[src/rtl/spi_ctrl_pkg.sv]
// Shared types, default command codes and address-wrap helper for the SPI
// register-access sequencer.
package spi_ctrl_pkg;

    // Sequencer state; also exported on mode_o for status/debug.
    typedef enum logic [2:0] {
        IDLE    = 3'd0,
        RD_INFO = 3'd1,
        RD_DATA = 3'd2,
        WR_ADDR = 3'd3,
        WR_DATA = 3'd4
    } state_t;

    // Default command byte encodings.
    localparam logic [7:0] CMD_INFO_RD_DEF = 8'h3a;
    localparam logic [7:0] CMD_DATA_RD_DEF = 8'h3b;
    localparam logic [7:0] CMD_REG_WR_DEF  = 8'h3c;

    // Next address inside the region [lo, hi]; hi wraps back to lo.
    // Operates on 8-bit values so it covers every legal address width.
    function automatic logic [7:0] region_next(
        input logic [7:0] addr,
        input logic [7:0] lo,
        input logic [7:0] hi
    );
        return (addr == hi) ? lo : addr + 8'd1;
    endfunction

endpackage

[src/rtl/reg_addr_gen.sv]
// Loadable address counter that steps within a region [lo_i, hi_i] and
// wraps from hi_i back to lo_i. Used for the read-prefetch address.
module reg_addr_gen
    import spi_ctrl_pkg::*;
#(
    parameter int ADDR_W = 4
) (
    input  logic              clk_i,
    input  logic              rst_n_i,
    input  logic              load_i,
    input  logic [ADDR_W-1:0] load_val_i,
    input  logic              step_i,
    input  logic [ADDR_W-1:0] lo_i,
    input  logic [ADDR_W-1:0] hi_i,
    output logic [ADDR_W-1:0] addr_o
);

    logic [7:0] next8;

    // Compute the wrapped successor of the current address.
    always_comb begin
        next8 = region_next(8'(addr_o), 8'(lo_i), 8'(hi_i));
    end

    // Counter register: load has priority over step; holds otherwise.
    // NOTE: sequential state uses non-blocking assignments so every register
    // samples pre-edge values regardless of block ordering.
    always_ff @(posedge clk_i) begin
        if (!rst_n_i) begin
            addr_o <= '0;
        end else if (load_i) begin
            addr_o <= load_val_i;
        end else if (step_i) begin
            addr_o <= ADDR_W'(next8);
        end
    end

endmodule

[src/rtl/spi_reg_ctrl.sv]
// SPI command/data decoder: turns accepted command and data bytes into
// one-cycle read-prefetch and write strobes toward the register file.
module spi_reg_ctrl
    import spi_ctrl_pkg::*;
#(
    parameter int         ADDR_W      = 4,
    parameter int         DATA_BASE   = 8,
    parameter logic [7:0] CMD_INFO_RD = CMD_INFO_RD_DEF,
    parameter logic [7:0] CMD_DATA_RD = CMD_DATA_RD_DEF,
    parameter logic [7:0] CMD_REG_WR  = CMD_REG_WR_DEF
) (
    input  logic              clk_i,
    input  logic              rst_n_i,
    input  logic              dc_i,
    input  logic              spi_byte_vld_i,
    input  logic [7:0]        spi_byte_data_i,
    output logic              reg_rd_en_o,
    output logic [ADDR_W-1:0] reg_rd_addr_o,
    output logic              reg_wr_en_o,
    output logic [ADDR_W-1:0] reg_wr_addr_o,
    output logic [7:0]        reg_wr_data_o,
    output logic [2:0]        mode_o
);

    // Elaboration-time parameter legality checks.
    if (ADDR_W < 2 || ADDR_W > 8) begin : g_chk_addr_w
        $error("spi_reg_ctrl: ADDR_W=%0d outside legal range 2..8", ADDR_W);
    end
    if (DATA_BASE < 1 || DATA_BASE > (1 << ADDR_W) - 1) begin : g_chk_data_base
        $error("spi_reg_ctrl: DATA_BASE=%0d outside legal range 1..2**ADDR_W-1", DATA_BASE);
    end

    // Region bounds: INFO = [0, DATA_BASE-1], DATA = [DATA_BASE, 2**ADDR_W-1].
    localparam logic [ADDR_W-1:0] INFO_LO = '0;
    localparam logic [ADDR_W-1:0] INFO_HI = ADDR_W'(DATA_BASE - 1);
    localparam logic [ADDR_W-1:0] DATA_LO = ADDR_W'(DATA_BASE);
    localparam logic [ADDR_W-1:0] DATA_HI = '1;

    state_t            state;
    state_t            state_nxt;
    logic              cmd_acc;
    logic              dat_acc;
    logic              rd_load;
    logic [ADDR_W-1:0] rd_load_val;
    logic              rd_step;
    logic [ADDR_W-1:0] rd_lo;
    logic [ADDR_W-1:0] rd_hi;
    logic              rd_en_nxt;
    logic              wr_en_nxt;
    logic              wr_ptr_load;
    logic [ADDR_W-1:0] wr_ptr;

    assign cmd_acc = spi_byte_vld_i && !dc_i;
    assign dat_acc = spi_byte_vld_i &&  dc_i;
    assign mode_o  = state;

    // State register; reset wins over any byte accepted in the same cycle.
    always_ff @(posedge clk_i) begin
        if (!rst_n_i) begin
            state <= IDLE;
        end else begin
            state <= state_nxt;
        end
    end

    // Next-state and strobe decode for the current accepted byte.
    // NOTE: every signal gets a default first so no path infers a latch.
    always_comb begin
        state_nxt   = state;
        rd_load     = 1'b0;
        rd_load_val = INFO_LO;
        rd_step     = 1'b0;
        rd_en_nxt   = 1'b0;
        wr_en_nxt   = 1'b0;
        wr_ptr_load = 1'b0;
        rd_lo       = (state == RD_DATA) ? DATA_LO : INFO_LO;
        rd_hi       = (state == RD_DATA) ? DATA_HI : INFO_HI;

        if (cmd_acc) begin
            // Any command aborts the current transfer.
            if (spi_byte_data_i == CMD_INFO_RD) begin
                state_nxt   = RD_INFO;
                rd_load     = 1'b1;
                rd_load_val = INFO_LO;
                rd_en_nxt   = 1'b1;
            end else if (spi_byte_data_i == CMD_DATA_RD) begin
                state_nxt   = RD_DATA;
                rd_load     = 1'b1;
                rd_load_val = DATA_LO;
                rd_en_nxt   = 1'b1;
            end else if (spi_byte_data_i == CMD_REG_WR) begin
                state_nxt   = WR_ADDR;
            end else begin
                state_nxt   = IDLE;
            end
        end else if (dat_acc) begin
            case (state)
                RD_INFO, RD_DATA: begin
                    rd_step   = 1'b1;
                    rd_en_nxt = 1'b1;
                end
                WR_ADDR: begin
                    wr_ptr_load = 1'b1;
                    state_nxt   = WR_DATA;
                end
                WR_DATA: begin
                    wr_en_nxt = 1'b1;
                end
                default: ;
            endcase
        end
    end

    // Read address counter with region-bounded wrap.
    reg_addr_gen #(
        .ADDR_W (ADDR_W)
    ) u_rd_addr (
        .clk_i      (clk_i),
        .rst_n_i    (rst_n_i),
        .load_i     (rd_load),
        .load_val_i (rd_load_val),
        .step_i     (rd_step),
        .lo_i       (rd_lo),
        .hi_i       (rd_hi),
        .addr_o     (reg_rd_addr_o)
    );

    // Registered strobes, write address/data, and free-running write pointer.
    always_ff @(posedge clk_i) begin
        if (!rst_n_i) begin
            reg_rd_en_o   <= 1'b0;
            reg_wr_en_o   <= 1'b0;
            reg_wr_addr_o <= '0;
            reg_wr_data_o <= '0;
            wr_ptr        <= '0;
        end else begin
            reg_rd_en_o <= rd_en_nxt;
            reg_wr_en_o <= wr_en_nxt;
            if (wr_ptr_load) begin
                wr_ptr <= ADDR_W'(spi_byte_data_i);
            end else if (wr_en_nxt) begin
                reg_wr_addr_o <= wr_ptr;
                reg_wr_data_o <= spi_byte_data_i;
                wr_ptr        <= wr_ptr + ADDR_W'(1);
            end
        end
    end

endmodule
[config.mk]
export PLATFORM = sky130hd
export DESIGN_NAME = spi_reg_ctrl
export DESIGN_NICKNAME = d
export VERILOG_FILES = /design/src/rtl/spi_ctrl_pkg.sv /design/src/rtl/reg_addr_gen.sv /design/src/rtl/spi_reg_ctrl.sv
export SDC_FILE = /design/constraint.sdc
export NUM_CORES = 1
export LEC_CHECK = 0
export CAP_MARGIN = 40
export CORE_MARGIN = 10
export CORE_UTILIZATION = 42
export DETAILED_ROUTE_END_ITERATION = 12
export PLACE_DENSITY_LB_ADDON = 0.3
export RECOVER_POWER = 25
export SLEW_MARGIN = 20
export SYNTH_ARGS = -nofsm -noshare
export SYNTH_HDL_FRONTEND = slang
export SYNTH_SLANG_ARGS = --single-unit
[constraint.sdc]
create_clock -name clk_i -period 1.7 [get_ports clk_i]
set_clock_uncertainty 0.15 [all_clocks]
set_input_delay 0.51 -clock clk_i [delete_from_list [all_inputs] [get_ports clk_i]]
set_output_delay 0.51 -clock clk_i [all_outputs]
set_load 0.05 [all_outputs]
After elaboration in Yosys (flattened, before gate mapping)
Cells that the tools add are included.

operators by class
  equal/unequal tests = 8
  reductions and logical operators = 10
  muxes and demuxes = 29
  add/sub/neg operators = 2
  bitwise logic cells = 1

operator list
  operator             count
  $mux 4               10
  $eq 8x6->1 const B   3
  $mux 1               13
  $mux 3               3
  $add 4x1->4 const B  2
  $reduce_bool 2->1    4
  $eq 3x2->1 const B   2
  $mux 2               3
  $eq 4x4->1           1
  $reduce_and 2->1     2
  $eq 3x1->1 const B   1
  $eq 3x3->1 const B   1
  $logic_and 1x1->1    2
  $reduce_or 2->1      1
  $logic_not 1->1      1
  $not 1->1            1

storage, ports and cells
  output and inout bits = 21
  register bits after elaboration = 25
  logic and storage cells = 57

Longest topological paths before layout
  depth after elaboration = 7
  depth in mapped cells = 6
  mapped depth without buffers = 5

Cells and area by module
Synthesis repeated with hierarchy kept, for this count alone.

second synthesis, totals
  cells, all modules = 154
  area total of the unflattened synthesis = 1,280.0 µm²

modules (own cells, without submodules)
  module        area an instance (µm²)  sequential area each (µm²)  cells an instance  instances
  spi_reg_ctrl  973.4                   420.4                       119                1
  reg_addr_gen  306.5                   80.1                        35                 1

Worst setup path before layout
OpenSTA, ideal clock, no wires.

  path kind = register to register
  start = register state[2], in the netlist mode_o[2]
  end = register wr_ptr[2]
  path slack = -0.143 ns
  path buffers = 2
  library setup time = 0.123 ns
  data arrival time = 1.570 ns
  required time = 1.427 ns
  stages on the path, launching flop included = 7
  cell sequence = dfxtp_1 -> inv_2 -> or2_1 -> buf_2 -> buf_2 -> a21oi_1 -> o22ai_1

on the way
  word-level cells in the longest chain between the ends = 5
  elaborated cells on any way between the ends = 10

ends and longest elaborated chain
  what                                         RTL line             source
  start: declaration                           spi_reg_ctrl.sv:39   state_t state;
  start signal: assignment                     spi_reg_ctrl.sv:62   state <= state_nxt;
  $eq 3x2->1 or $eq 3x3->1 (tied branches)     spi_reg_ctrl.sv:97   case (state)
  $mux 1                                       spi_reg_ctrl.sv:97
  $mux 1                                       spi_reg_ctrl.sv:96   end else if (dat_acc) begin
  $mux 1                                       spi_reg_ctrl.sv:79   if (cmd_acc) begin
  $mux 4 or $reduce_bool 2->1 (tied branches)  -
  end signal: assignment                       spi_reg_ctrl.sv:140  wr_ptr <= ADDR_W'(spi_byte_data_i);
  end signal: assignment                       spi_reg_ctrl.sv:144  wr_ptr <= wr_ptr + ADDR_W'(1);
  end: declaration                             spi_reg_ctrl.sv:51   logic [ADDR_W-1:0] wr_ptr;

Parallel ways exist; a longest one is shown, timed or not.
A chain may end at the register's enable or synchronous reset.

Worst setup path in the final report
  start = input dc_i
  end = register state[0], in the netlist mode_o[0]

on the way
  word-level cells in the longest chain between the ends = 4
  elaborated cells on any way between the ends = 7

ends and longest elaborated chain
  what                                RTL line            source
  start: declaration                  spi_reg_ctrl.sv:14  input logic dc_i,
  $logic_not 1->1                     spi_reg_ctrl.sv:53  assign cmd_acc = spi_byte_vld_i && !dc_i;
  $logic_and 1x1->1                   spi_reg_ctrl.sv:53
  $reduce_bool 2->1 (no source line)  -
  $reduce_and 2->1 (no source line)   -

Parallel ways exist; a longest one is shown, timed or not.

==> out/metrics.csv <==
metric;value;unit
status;complete, no violations;
area of the multi-input gates;638;um2
via count;1188;
Hold Path Class;register to register;
Async SR Flop Fraction;0;
Syn. warnings;0;
share of cells above drive strength 1;0.318;
RSZ-0062 raised after global routing;false;
CP cell instances;clkdlybuf4s15_1, nand3b_1, or4_4, o32ai_2, and2_1;
Ports;33;
CP peak stage delay;480;ps
final hold vios;0;
Synthesized Nets;155;
vias in the first global route;1196;
initial antenna violation count;0;
routed wire length;3.29;mm
post-synthesis mux area share;0.0258;
XOR/XNOR Fraction of Synth Area;0.0452;
Final Setup Violations;0;
sequential area share after synthesis;0.431;
CTS tree;done;
synthesis-to-finish area growth;62.9;%
Adder-Cell Fraction of Synth Area;0.0215;
Site Rows;19;
DRT Pass-1 Iters;4;
Tightest Pin Transition;420;ps
synthesized instance count;141;
Leak;0.724;nW
GRT Util Overall;0.127;
placed cell area;1940;um2
Tcrit/Tclk final;0.953;
clock slew at reported path FFs;140;ps
Die H;72.6;um
post-DP HPWL;2.69;mm
Core Footprint;2710;um2
htree depth;1;
antenna fix cells;0;
detailed-route DRC error count;0;
sw power;0.231;mW
Mapped Area;1160;um2
clk_lat worst skew;320;ps
maximum VDD drop;0.413;mV
worst rel slew slack;0.717;
total grt overflow;0;
die area;5270;um2
Worst Path Max Fanout;4;
sequential share of power;0.610;
Sink Count;25;
cell area after layout;1890;um2
largest family of logic cells by synthesized area;simple AND/OR/NAND/NOR gates;
vias per inst;5.19;
mean post-synth cell area;8.24;um2
CTS root buf;clkbuf_4;
Longest Clk Path Bufs;2;
Setup CP Type;input port to register;
Final min period;1620;ps
count of pins over their slew limit;0;
logic gate share of total power;0.104;
CP Data Required Time;1820;ps
routability cong.;0.885;
Synth Area in Simple Gates;0.264;
first-pass GRT wire length;5.48;mm
Initial DRC Count;52;
# nets final;213;
crit path capture type;register;
synth unique cells;39;
Synth area leaders;dfxtp_1 43%, nand2_1 9.4%, a21oi_1 6.0%;
post-route ant nets;0;
Buffers on Ports;32;
largest net degree at the start of global routing;16;
Power Dens Cells;508;nW/um2
switching share of power;0.240;
Crit-path slowest cell;or4_4;
Post-synth top flop;dfxtp_1;
synthesis-stage register bit count;25;
EDFF count, synth;0;
max_cap viols;0;
fillers;222;
die width;72.6;um
Worst setup SP type;input port;
top cell type's share of synthesized area;0.431;
storage element area;507;um2
CTS buffer count;3;
worst path arrival time;1740;ps
Starting Density;0.429;
Max Clk Rate;617;MHz
Avg WL per Cell;14.4;um
clock power share;0.286;
compound-cell area share of the yosys netlist;0.174;
Total Power;0.962;mW
post-synth top area cell;dfxtp_1;
internal power;0.731;mW
kinds of logic after synthesis:
group                    Yosys count
XOR/XNOR                           6
AND/OR/NAND/NOR                   61
adder cells (fa/ha/maj)            2
flip-flops                        25
multiplexers                       3
AO/OA/AOI/OAI                     33
buffers and inverters             11
per-layer routing:
metal	vias to the layer above	wire length (um)	track usage	part of all wire
met2	24	1840	0.241	0.56
met3	2	156	0.0381	0.047
met5	-	0	0	0
met4	0	18	0.0380	0.0055
li1	607	-	-	-
met1	555	1270	0.130	0.39
layout make-up:
class | count | area share
flip-flops and latches | 25 | 0.268
multi-input cells | 105 | 0.337
clock inverters | 1 | 0.00397
repair buffers | 59 | 0.349
well taps | 31 | 0.0205
clock buffers | 3 | 0.0119
inverters | 5 | 0.00991
synth_stat cells (2+ instances only):
cell type and n:
dfxtp_1 25, a21oi_1 14, xnor2_1 6, a21boi_0 4
nor2_1 7, clkbuf_1 3, nand2_1 29, and3_1 2
a21boi_1 2, nand3_1 3, o21ai_0 2, inv_1 4
o22ai_1 2, buf_2 3, a22oi_1 2, ha_1 2
o21ai_1 2, nor3_1 4, mux2i_1 3, nand2b_1 2
nor3b_1 2
cells in the final DEF, fill, tap and decap left out, types with 2 or more instances in the layout:
cell	n
o22ai_1	2
o21ai_0	2
a22oi_1	2
clkbuf_4	3
dlygate4sd2_1	6
a21boi_0	4
buf_12	17
inv_1	4
a21oi_1	14
clkdlybuf4s50_1	4
nand2b_1	2
nor2_1	8
and3_1	2
ha_1	2
nand2_1	29
xnor2_1	6
dfxtp_2	5
mux2i_1	3
nor3b_1	2
clkbuf_2	5
dfxtp_1	20
nor3_1	4
a21boi_1	2
nand3_1	3
buf_4	25
what timing repair did:
action / 4_1_cts / 5_1_grt
setup endpoints to repair: 20 / 5
setup buffers: 0 / 0
resized for setup: 13 / 2
pin swaps: 3 / 1
hold buffers: 0 / 0
flip-flops by register name (all words and copies together) (netlist names):
name,count
reg_wr_data_o,8
reg_wr_addr_o,4
u_rd_addr.addr_o,4
wr_ptr,4
mode_o,3
reg_rd_en_o,1
reg_wr_en_o,1
worst max-delay path: cells and delay by family:
family | cells | cell delay [ps]
AO/OA/AOI/OAI | 1 | 200
AND/OR/NAND/NOR | 3 | 820
buffers and inverters | 1 | 210
path summary, 6_finish.rpt:
path	from	to	slack (ps)	cells past startpoint
max reg2reg	mode_o[1]$_SDFFE_PN0P_	reg_wr_data_o[6]$_SDFFE_PN0P_	150	6
min reg2reg	reg_wr_data_o[0]$_SDFFE_PN0P_	reg_wr_data_o[0]$_SDFFE_PN0P_	310	2
max	dc_i	mode_o[0]$_SDFFE_PN0P_	80	5
min	reg_wr_data_o[0]$_SDFFE_PN0P_	reg_wr_data_o[0]$_SDFFE_PN0P_	310	2
power by group through the flow:
stage,registers [mW],clock network (mW),logic [mW]
after floorplan,0.600,0,0.0247
after global placement,0.599,0,0.0980
after detailed placement,0.599,0,0.101
after CTS,0.587,0.286,0.100
after global routing,0.587,0.309,0.110
final,0.587,0.275,0.0999
per-stage QoR:
stage / setup WS, ps / std cells / hold slack, ps / TNS [ps] / utilization
after floorplan: 4.36 / 141 / 296 / 0 / -
after global placement: -514 / 225 / 311 / -9440 / 0.715
after detailed placement: -566 / 225 / 323 / -10320 / 0.715
after CTS: 28.3 / 229 / 343 / 0 / 0.733
after global routing: 27.0 / 229 / 336 / 0 / 0.699
final: 79.2 / 229 / 313 / 0 / 0.699
Note: power is estimated with default switching activity, not from simulation.
